<file path="src/rtl/sd_pkg.sv">
// Shared constants and types for the SD CMD-line response path.
package sd_pkg;

  localparam logic [6:0] CRC7_POLY      = 7'h09;
  localparam int         RESP_SHORT_LEN = 48;
  localparam int         RESP_LONG_LEN  = 136;
  localparam int         NCR_MAX_DEF    = 64;

  typedef enum logic [1:0] {
    IDLE,
    WAIT_START,
    RX,
    DONE
  } rx_state_e;

endpackage

</file>
<file path="src/rtl/sd_crc7_serial.sv">
// Bit-serial CRC7 (x^7 + x^3 + 1), one data bit per enabled clock, MSB first.
module sd_crc7_serial
  import sd_pkg::*;
(
  input  logic       clk,
  input  logic       rst,
  input  logic       clear,
  input  logic       bit_en,
  input  logic       data,
  output logic [6:0] crc
);

  logic fb;
  assign fb = crc[6] ^ data;

  always_ff @(posedge clk) begin
    if (rst || clear) crc <= '0;
    else if (bit_en)  crc <= {crc[5:0], 1'b0} ^ (fb ? CRC7_POLY : 7'h00);
  end

endmodule

</file>
<file path="src/rtl/sd_cmd_resp_rx.sv">
// SD CMD-line response receiver: start-bit detect, deserialise, CRC7 and framing check.
// Define SD_LONG_RESP_EN to accept 136-bit R2 responses (adds resp_long_data).
module sd_cmd_resp_rx
  import sd_pkg::*;
#(
  parameter int NCR_MAX = NCR_MAX_DEF,
  parameter int CNT_W   = 8
) (
  input  logic          clk,
  input  logic          rst,
  input  logic          bit_en,
  input  logic          cmd_in,
  input  logic          arm,
  input  logic          skip_crc,
  input  logic          resp_long,
  output logic          busy,
  output logic          resp_valid,
  output logic [5:0]    resp_index,
  output logic [31:0]   resp_arg,
  output logic [6:0]    resp_crc,
  output logic          crc_err,
  output logic          frame_err,
  output logic          timeout
`ifdef SD_LONG_RESP_EN
  ,
  output logic [119:0]  resp_long_data
`endif
);

`ifdef SD_LONG_RESP_EN
  localparam int SR_W = RESP_LONG_LEN;
`else
  localparam int SR_W = RESP_SHORT_LEN;
`endif
  localparam logic [CNT_W-1:0] NCR_LAST    = CNT_W'(NCR_MAX - 1);
  localparam logic [CNT_W-1:0] CRC_LO      = CNT_W'(8);
  localparam logic [CNT_W-1:0] LONG_CRC_HI = CNT_W'(127);
  localparam logic [CNT_W-1:0] SHORT_LEN   = CNT_W'(RESP_SHORT_LEN);
  localparam logic [CNT_W-1:0] LONG_LEN    = CNT_W'(RESP_LONG_LEN);

  rx_state_e        state_q, state_d;
  logic [CNT_W-1:0] bit_cnt, to_cnt, frame_len, bit_idx;
  logic [SR_W-1:0]  sr, nxt_sr;
  logic [6:0]       crc;
  logic [5:0]       rx_index;
  logic             rx_tx;
  logic             skip_q, long_q;
  logic             arm_ok, crc_feed, crc_win, done_rx, done_to;

`ifdef SD_LONG_RESP_EN
  always_ff @(posedge clk) begin
    if (rst)         long_q <= 1'b0;
    else if (arm_ok) long_q <= resp_long;
  end
`else
  logic unused_resp_long;
  assign unused_resp_long = resp_long;
  assign long_q           = 1'b0;
`endif

  // The frame MSB drops off the top of the shift register and is never consumed.
  logic unused_sr_msb;
  assign unused_sr_msb = sr[SR_W-1];

  assign nxt_sr    = {sr[SR_W-2:0], cmd_in};
  assign frame_len = long_q ? LONG_LEN : SHORT_LEN;
  // Position of the bit on the line this strobe, counted from the frame LSB.
  assign bit_idx   = frame_len - CNT_W'(1) - bit_cnt;
  assign crc_win   = (bit_idx >= CRC_LO) && (!long_q || bit_idx <= LONG_CRC_HI);

  always_comb begin
    rx_index = nxt_sr[45:40];
    rx_tx    = nxt_sr[46];
`ifdef SD_LONG_RESP_EN
    if (long_q) begin
      rx_index = nxt_sr[133:128];
      rx_tx    = nxt_sr[134];
    end
`endif
  end

  always_comb begin
    state_d  = state_q;
    arm_ok   = 1'b0;
    crc_feed = 1'b0;
    done_rx  = 1'b0;
    done_to  = 1'b0;
    case (state_q)
      IDLE: if (arm) begin
        arm_ok  = 1'b1;
        state_d = WAIT_START;
      end
      WAIT_START: if (bit_en) begin
        if (!cmd_in) begin
          crc_feed = crc_win;
          state_d  = RX;
        end else if (to_cnt == NCR_LAST) begin
          done_to = 1'b1;
          state_d = DONE;
        end
      end
      RX: if (bit_en) begin
        crc_feed = crc_win;
        if (bit_cnt == frame_len - CNT_W'(1)) begin
          done_rx = 1'b1;
          state_d = DONE;
        end
      end
      DONE: begin
        state_d = IDLE;
        if (arm) begin
          arm_ok  = 1'b1;
          state_d = WAIT_START;
        end
      end
      default: state_d = IDLE;
    endcase
  end

  assign busy       = (state_q == WAIT_START) || (state_q == RX);
  assign resp_valid = (state_q == DONE);

  sd_crc7_serial u_crc (
    .clk    (clk),
    .rst    (rst),
    .clear  (arm_ok),
    .bit_en (crc_feed),
    .data   (cmd_in),
    .crc    (crc)
  );

  always_ff @(posedge clk) begin
    if (rst) begin
      state_q    <= IDLE;
      bit_cnt    <= '0;
      to_cnt     <= '0;
      sr         <= '0;
      skip_q     <= 1'b0;
      resp_index <= '0;
      resp_arg   <= '0;
      resp_crc   <= '0;
      crc_err    <= 1'b0;
      frame_err  <= 1'b0;
      timeout    <= 1'b0;
    end else begin
      state_q <= state_d;
      if (arm_ok) begin
        skip_q     <= skip_crc;
        bit_cnt    <= '0;
        to_cnt     <= '0;
        sr         <= '0;
        resp_index <= '0;
        resp_arg   <= '0;
        resp_crc   <= '0;
        crc_err    <= 1'b0;
        frame_err  <= 1'b0;
        timeout    <= 1'b0;
      end
      if (state_q == WAIT_START && bit_en) begin
        if (!cmd_in) begin
          bit_cnt <= CNT_W'(1);
          sr      <= nxt_sr;
        end else begin
          to_cnt <= to_cnt + CNT_W'(1);
        end
      end
      if (state_q == RX && bit_en) begin
        bit_cnt <= bit_cnt + CNT_W'(1);
        sr      <= nxt_sr;
      end
      if (done_to) timeout <= 1'b1;
      // The end bit is still on cmd_in, so results come from nxt_sr.
      if (done_rx) begin
        resp_index <= rx_index;
        resp_arg   <= nxt_sr[39:8];
        resp_crc   <= nxt_sr[7:1];
        crc_err    <= !skip_q && (nxt_sr[7:1] != crc);
        frame_err  <= rx_tx || !nxt_sr[0];
      end
    end
  end

`ifdef SD_LONG_RESP_EN
  always_ff @(posedge clk) begin
    if (rst || arm_ok) resp_long_data <= '0;
    else if (done_rx)  resp_long_data <= long_q ? nxt_sr[127:8] : '0;
  end
`endif

endmodule

</file>
<file path="config.mk">
export PLATFORM = sky130hd
export DESIGN_NAME = sd_cmd_resp_rx
export DESIGN_NICKNAME = d
export VERILOG_FILES = /design/src/rtl/sd_pkg.sv /design/src/rtl/sd_crc7_serial.sv /design/src/rtl/sd_cmd_resp_rx.sv
export SDC_FILE = /design/constraint.sdc
export NUM_CORES = 1
export LEC_CHECK = 0
export ABC_CLOCK_PERIOD_IN_PS = 1900
export CORE_MARGIN = 5
export CORE_UTILIZATION = 50
export CTS_BUF_LIST = sky130_fd_sc_hd__clkbuf_16
export DETAILED_ROUTE_END_ITERATION = 16
export PLACE_DENSITY = 0.78
export SYNTH_ARGS = -nofsm -noshare
export SYNTH_HDL_FRONTEND = slang
export SYNTH_SLANG_ARGS = --single-unit
</file>
<file path="constraint.sdc">
create_clock -name clk -period 1.9 [get_ports clk]
set_input_delay 0.19 -clock clk [delete_from_list [all_inputs] [get_ports clk]]
set_output_delay 0.19 -clock clk [all_outputs]
set_load 0.03 [all_outputs]
</file>
# ---- Word level (Yosys, flattened, before mapping)
# Index checks and enable logic that the tools add are counted.
dict set report word_totals {
  output_inout_bits 50
  ff_bits 122
  input_bits 7
  elab_cells 85
}
dict set report op_classes {
  n_addsub 3
  magnitude_cmp 1
  bitwise 2
  reduce_logical 13
  n_eq_ne 11
  mux 43
}
# operator count
set ops {}
lappend ops {{two-way mux 48 bit} 4}
lappend ops {{two-way mux 32 bit} 2}
lappend ops {{two-way mux 8 bit} 7}
lappend ops {{two-way mux 1 bit} 17}
lappend ops {{adder 8 x 1 -> 8 bit (second input constant)} 2}
lappend ops {{equality test 8 x 6 -> 1 bit (second input constant)} 2}
lappend ops {{two-way mux 7 bit} 2}
lappend ops {{two-way mux 2 bit} 6}
lappend ops {{two-way mux 6 bit} 2}
lappend ops {{>= comparator 8 x 4 -> 1 bit (second input constant)} 1}
lappend ops {{!= test 2 bit (second input constant)} 4}
lappend ops {{one-hot mux 2 bit (4 select lines)} 1}
lappend ops {{subtractor 6 x 8 -> 8 bit (first input constant)} 1}
lappend ops {{!= test 7 bit} 1}
lappend ops {{bitwise XOR 7 bit} 1}
lappend ops {{AND reduction 5 bit} 1}
lappend ops {{equality test 2 bit (second input constant)} 2}
lappend ops {{two-way mux 4 bit} 1}
lappend ops {{nonzero test 2 bit} 2}
lappend ops {{logical AND 1 bit} 3}
lappend ops {{logical OR 1 bit} 3}
lappend ops {{!= test 3 bit (second input constant)} 1}
lappend ops {{equality test 2 x 1 -> 1 bit (second input constant)} 1}
lappend ops {{zero test 1 bit} 2}
lappend ops {{4 further kinds} 4}

# ---- Depth between registers and ports, before layout
# Gate-level depths: netlist (run 1).
dict set report depth {
  word_depth 7
  ltp_mapped 9
}

# ---- Cells and area by module
# From an unflattened synthesis (run 1), not the netlist that was laid out.
dict set report unflattened {
  hier_cells 601
  hier_area_um2 4875.9
}
# mod n_inst cells_per_inst area_each_um2
set modules_own_cells {}
lappend modules_own_cells {sd_cmd_resp_rx 1 573 4599.4}
lappend modules_own_cells {sd_crc7_serial 1 28 276.5}

# ---- Worst setup path before layout (run 1)
# OpenSTA, ideal clock, no wires.
dict set report synth_timing {
  kind {reg-to-reg}
  start {register state_q[1]}
  end {register resp_arg[0]}
  required_time_ns 1.830
  stages_incl_launch_ff 9
  t_arrival_ns 1.903
  path_slack_ns -0.073
  setup_ns 0.070
  path_cell_list {dfxtp_1 -> inv_1 -> ha_1 -> nand2b_1 -> buf_2 -> buf_2 -> buf_1 -> nand3_1 -> a21oi_1}
}
dict set report synth_between {
  elab_chain_len 4
  word_cells_on_any_way 8
  classes_between {eq/ne (2); mux (3); reduce/logical (3)}
}
# element line_no
set synth_rtl {}
lappend synth_rtl {{from (decl)} sd_cmd_resp_rx.sv:41} ;# rx_state_e state_q, state_d;
lappend synth_rtl {{from (signal assigned)} sd_cmd_resp_rx.sv:146} ;# state_q <= state_d;
lappend synth_rtl {{equality test 2 bit / zero test 2 bit (equally long branches)} sd_cmd_resp_rx.sv:88} ;# case (state_q)
lappend synth_rtl {{OR reduction 2 bit (no line)} --}
lappend synth_rtl {{two-way mux 1 bit} --}
lappend synth_rtl {{nonzero test 2 bit (no line)} --}
lappend synth_rtl {{to (signal assigned)} sd_cmd_resp_rx.sv:175} ;# resp_arg <= nxt_sr[39:8];
lappend synth_rtl {{to (decl)} sd_cmd_resp_rx.sv:19} ;# output logic [31:0] resp_arg,
# Several ways; a longest one is shown, not always the timed one.
# A chain may end at the register's enable or synchronous reset.

# ---- Final worst setup path (run 1)
dict set report layout_timing {
  start {register state_q[1]}
  end {output resp_valid}
}
dict set report layout_between {
  elab_chain_len 1
}
# element line_no
set layout_rtl {}
lappend layout_rtl {{equality test 2 bit} sd_cmd_resp_rx.sv:121} ;# assign resp_valid = (state_q == DONE);
lappend layout_rtl {{to (decl)} sd_cmd_resp_rx.sv:17} ;# output logic resp_valid,
# No other way between the ends.

==> results by group, run 1 <==
Synth
  • Synth Area in XOR/XNOR: 2.19%
  • Post-synthesis simple-gate area fraction: 23.6%
  • Synthesized flop and latch total: 120
  • Syn avg cell area: 8.14 sq um
  • Sequential area share after synthesis: 50.0%
  • Post-Synthesis Cell Area: 4800 sq um
  • Post-synth EDFFs: 0
  • Synth Net Count: 607
  • Cells after Synth: 590
  • Synthesis warning total: 0
  • Synth Area in Compound Gates: 15.5%
  • Yosys cell types: 39
  • Ys async rst share: 0%
  • Main synth FF type: dfxtp_1
  • Post-synthesis mux area share: 1.67%
  • Adder-cell share of the synthesized area: 2.60%
  • Largest family of logic cells by synthesized area: simple AND/OR/NAND/NOR gates

Power
  • Psw: 0.00198 W
  • Leakage: 2.11 nW
  • Part of the power in the clock network: 42.4%
  • Power after layout: 0.00687 W
  • Pint: 0.00488 W
  • Cell area power density: 1110 nW/um^2
  • Switching Share: 28.9%
  • Peak supply drop: 0.652 mV
  • Reg power frac: 37.9%
  • Comb pwr share: 19.8%

Global route
  • Global-route wire length before repair: 19.1 mm
  • Number of global-route vias before repair: 4117
  • Largest net degree at the start of global routing: 63
  • Total global-route track usage: 20.1%
  • Antenna violations before repair: 0
  • Residual overflow from global routing: 0

Timing
  • RSZ-0062 raised after global routing: true
  • Final Setup Violations: 0
  • Count of final hold-check violations: 0
  • Clock tree skew after final layout: 0.0127 ns
  • Slew HR: 60.3%
  • Actual slew at the worst max-slew pin: 0.595 ns
  • PnR worst setup slack: 0.0702 ns
  • Fmax: 546 MHz
  • Tmin final: 1.83 ns
  • Crit share post-route: 96.3%
  • Final Slew Violations: 0

Job
  • Max-capacitance violation count: 0

Clocking
  • Post_cts resized: 2
  • Num CTS Buffers: 17
  • Clk sink count: 120
  • Clk Latency, worst-skew pair: 0.40 ns
  • Clk Tree Root Cell: clkbuf_16
  • Post-CTS Hold Buffers: 0
  • Clk buf depth: 2
  • CTS tree: done
  • Post-CTS setup buffers: 0
  • Clock transition at path regs: 0.05 ns
  • H-tree depth: 4

Detailed routing
  • Drc violations: 0
  • Final wirelength: 11.2 mm
  • DR WL/cell: 14.4 um
  • Via-per-instance ratio: 5.57
  • Routed via count: 4337
  • Post-route ant nets: 0
  • Iter 0 DRT Violations: 295
  • DRT Pass-1 Iters: 5

Final layout
  • Ant diodes: 0
  • Final Net Count: 656
  • Most frequent cells in the layout: dfxtp_1, nand2_1, a21oi_1
  • Multi-input logic area: 2230 sq um
  • P&R area growth vs syn: 28.2%
  • Reg area: 2400 sq um
  • Cell Count, Final, Fillers Out: 779
  • Commonest non-fill, non-tap cell in the layout: dfxtp_1
  • Fin area: 6160 sq um
  • Layout cells sized above 1: 9.69%
  • Fillers: 749

Floorplanning
  • DIE WIDTH: 108 um
  • Core area: 9280 sq um
  • Core Rows: 35
  • Initial Utilization: 51.8%
  • I/O pin cnt: 57
  • Die Y: 108 um
  • Die area: 11700 sq um

Place
  • Setup WS pre-CTS: -0.0279 ns
  • GPL Wtd Cong: 0.783
  • Placed cell area: 5590 sq um
  • Inst Count DP: 749
  • Placed wire-length estimate: 7.25 mm
  • Port Buf Inserts: 55

Outcome
  • Status: complete, no violations

Worst setup path
  • Crit path arrival time: 1.64 ns
  • Crit path capture type: output pin
  • Crit-path max FO: 4
  • Nature of the critical path startpoint: register
  • Critical path type: register to output pin
  • Critical Path RT: 1.71 ns

Min path
  • HP Class: primary input to register
cell usage after synthesis (2+ instances only):
library cell  number  share of area, %
a21oi_1          103                11
nand2_1          105               8.2
dfxtp_1          120                50
xnor2_1            7               1.3
xor2_1             5              0.91
a311oi_1           2              0.36
buf_1             10              0.78
a211oi_1           2              0.31
and3_1             7              0.91
inv_1              6              0.47
mux2i_1            8               1.7
nor3b_1            2              0.31
a22o_1             2              0.36
nand3_1           96                10
a41oi_1            3              0.55
buf_2             11               1.1
or2_2              2              0.26
nand2b_1           2              0.26
clkbuf_1          25               2.0
nor3_1             2              0.21
nor2_1            30               2.3
ha_1              10               2.6
o21ai_0           14               1.5
cell type report:
type	instances	share of cell area (%)
sequential	120	39.0
timing repair buffer	77	13.0
tap	129	2.62
clock buffer	17	6.90
inverter	6	0.366
clock inverter	13	1.87
multi-input combinational	417	36.3
power groups by stage:
| stage | logic [W] | registers (W) | clock network (W) |
|---|---|---|---|
| 2_1_floorplan | 0.000921 | 0.00264 | 0 |
| 3_3_place_gp | 0.00128 | 0.00265 | 0 |
| 3_5_place_dp | 0.00132 | 0.00265 | 0 |
| 4_1_cts | 0.00132 | 0.00260 | 0.00295 |
| 5_1_grt | 0.00149 | 0.00260 | 0.00307 |
| 6_report | 0.00136 | 0.00260 | 0.00291 |
worst max-delay path, cell delays in order, from the launching register on:
cell and delay [ns]:
dfxtp_1 0.37, ha_1 0.19, clkdlybuf4s50_1 0.67
kinds of logic (layout without fill, tap and decap cells):
family	count (synthesis)	count (layout)
xor gates and xnor gates	12	12
AOI/OAI and AO/OA	134	134
DFF	120	120
muxes	8	8
and+or+nand+nor	253	253
adders and majority gates	10	10
buffers and inverters	53	113
stage by stage:
step,TNS [ns],hold WS [ns],util [%]
floorplan,0,0.334,-
global placement,0,0.454,60.2
detailed placement,-0.0678,0.457,60.2
CTS,0,0.119,66.0
global route,-0.0178,0.124,66.4
finish,0,0.129,66.4
state kept, by name, indices dropped and copies added (netlist names):
name / cells
sr: 46
resp_arg: 32
bit_cnt: 8
to_cnt: 8
resp_crc: 7
u_crc.crc: 7
resp_index: 6
state_q: 2
crc_err: 1
frame_err: 1
skip_q: 1
timeout: 1
path summary, 6_finish.rpt:
check / start / slack [ns] / endpoint / depth (start not counted)
worst min register to register: sr[9] / 0.46 / sr[10] / 2
worst max-delay path: state_q[1] / 0.07 / resp_valid / 2
worst min-delay path: rst / 0.13 / to_cnt[4] / 2
worst max register to register: bit_cnt[0] / 0.12 / state_q[0] / 6
metal layers:
layer / up-vias / GRT usage, % / wire, um
met1: 2073 / 25.0 / 4800
met5: - / 0 / 0
met2: 126 / 34.2 / 5740
met4: 0 / 5.95 / 123
li1: 2126 / - / -
met3: 12 / 5.25 / 585
Note: power is estimated with default switching activity, not from simulation.
==> run 2: changes to the inputs <==
==> constraint.sdc (replaced) <==
create_clock -name clk -period 1.9 [get_ports clk]
set_input_delay 0.19 -clock clk [delete_from_list [all_inputs] [get_ports clk]]
set_output_delay 0.19 -clock clk [all_outputs]
set_load 0.02 [all_outputs]
==> results by group, run 2 (synthesis gave the netlist of run 1 again) <==
Worst setup path
  • Crit-path max FO: 23
  • Critical path type: register to register
  • CP max-delay cell: dfxtp_1
  • CP top delay family: buffers and inverters
  • CP Cell Sequence: inv_1 > ha_1 > nor2b_2 > o21a_1 > buf_4 > nand2_1 > a21oi_1
  • Crit path arrival time: 2.12 ns
  • Worst Path Buf+Inv: 2
  • Max stage delay on crit path: 0.33 ns
  • Crit path capture type: register
  • Nature of the critical path startpoint: register
  • Critical Path RT: 2.23 ns

Timing
  • Slew HR: 71.1%
  • PnR worst setup slack: 0.115 ns
  • Count of final hold-check violations: 0
  • Clock tree skew after final layout: 0.00557 ns
  • Crit share post-route: 94.0%
  • Actual slew at the worst max-slew pin: 0.432 ns
  • Tmin final: 1.79 ns
  • Fin Hold WS: 0.135 ns
  • Fmax: 560 MHz
  • RSZ-0062 raised after global routing: true
  • Final Slew Violations: 0
  • Final Setup Violations: 0

Power
  • Comb pwr share: 18.5%
  • Reg power frac: 36.8%
  • Switching Share: 29.0%
  • Cell area power density: 1140 nW/um^2
  • Peak supply drop: 0.682 mV
  • Pint: 0.00501 W
  • Part of the power in the clock network: 44.7%
  • Psw: 0.00205 W
  • Leakage: 2.12 nW

Detailed routing
  • Drc violations: 0
  • Final wirelength: 11.1 mm
  • Routed via count: 4285
  • DR WL/cell: 14.2 um
  • Via-per-instance ratio: 5.47
  • Post-route ant nets: 0
  • DRT Pass-1 Iters: 5
  • Iter 0 DRT Violations: 199

Final layout
  • P&R area growth vs syn: 28.4%
  • Ant diodes: 0
  • Cell Count, Final, Fillers Out: 783
  • Commonest non-fill, non-tap cell in the layout: dfxtp_1
  • Largest register FFs: 46
  • Largest Register: sr
  • Final Net Count: 658
  • Most frequent cells in the layout: dfxtp_1, nand2_1, a21oi_1
  • Top flop regs: sr: 46 flops, resp_arg: 32 flops
  • Layout cells sized above 1: 9.79%

Clocking
  • Clk Tree Root Cell: clkbuf_16
  • Clk buf depth: 2
  • Clk Latency, worst-skew pair: 0.41 ns
  • Post-CTS Hold Buffers: 0
  • Clock transition at path regs: 0.05 ns
  • Num CTS Buffers: 17
  • H-tree depth: 4
  • Post-CTS setup buffers: 0
  • Clk sink count: 120
  • Post_cts resized: 2
  • CTS tree: done

Global route
  • Total global-route track usage: 19.3%
  • Largest net degree at the start of global routing: 48
  • Number of global-route vias before repair: 4009
  • Global-route wire length before repair: 18.3 mm
  • Residual overflow from global routing: 0
  • Antenna violations before repair: 0

Place
  • Port Buf Inserts: 55
  • Placed wire-length estimate: 7.26 mm
  • Setup WS pre-CTS: -0.0648 ns
  • Inst Count DP: 751
  • GPL Wtd Cong: 0.806

Job
  • Max-capacitance violation count: 0

Min path
  • HP Class: primary input to register

Floorplanning
  • I/O pin cnt: 57
  • Die Y: 108 um
  • DIE WIDTH: 108 um
  • Die area: 11700 sq um
  • Initial Utilization: 51.8%
  • Core Rows: 35
  • Core area: 9280 sq um

Outcome
  • Status: complete, no violations
==> run 2: cell count changes in the layout (fill, tap and decap cells not counted), moves of 3 or more <==
| cell | previous run | this run |
|---|---|---|
| clkinv_2 | 5 | 2 |
| clkinv_4 | 0 | 3 |
| buf_4 | 14 | 20 |
| buf_12 | 6 | 3 |
==> run 2: cell type report <==
class	instances	area, sq um
clock buffers	17	425
clock inverters	15	161
fillers	776	3110
inverters	6	22.5
multi-input cells	417	2220
flip-flops and latches	120	2400
well taps	129	161
repair buffers	79	772
==> run 2: per-layer routing <==
| metal | GRT usage (%) | up-vias | routed length (um) |
|---|---|---|---|
| met2 | 33.4 | 122 | 5590 |
| met3 | 5.73 | 14 | 653 |
| met1 | 23.0 | 2014 | 4760 |
| met5 | 0 | - | 0 |
| li1 | - | 2135 | - |
| met4 | 6.04 | 0 | 116 |
==> run 2: power by group through the flow <==
stage | logic, W | registers (W) | clock network (W)
2_1_floorplan | 0.000890 | 0.00264 | 0
3_3_place_gp | 0.00124 | 0.00265 | 0
3_5_place_dp | 0.00128 | 0.00265 | 0
4_1_cts | 0.00128 | 0.00260 | 0.00320
5_1_grt | 0.00143 | 0.00260 | 0.00333
6_report | 0.00131 | 0.00260 | 0.00316
==> run 2: path summary, 6_finish.rpt <==
| path | from | end | slack [ns] | cells past startpoint |
|---|---|---|---|---|
| worst max-delay path | state_q[1] | sr[33] | 0.11 | 7 |
| worst min-delay path | rst | to_cnt[2] | 0.13 | 2 |
| worst min register to register | resp_arg[13] | resp_arg[13] | 0.46 | 2 |
| worst max register to register | state_q[1] | sr[33] | 0.11 | 7 |
==> run 2: stage by stage <==
stage	power [W]	setup TNS, ns	instance area, sq um	utilization, %
final	0.00706	0	6170	66.5
after global routing	0.00736	-0.362	6170	66.5
after CTS	0.00708	0	6150	66.3
after detailed placement	0.00393	-0.222	5560	59.9
after global placement	0.00389	0	5560	59.9
after floorplan	0.00353	0	4800	-
==> run 2: worst reg2reg max path, cell delays in order, from the launching register on <==
cell and delay, ns:
dfxtp_1 0.33, inv_1 0.11, ha_1 0.26, nor2b_2 0.24, o21a_1 0.22, buf_4 0.30
nand2_1 0.11, a21oi_1 0.14
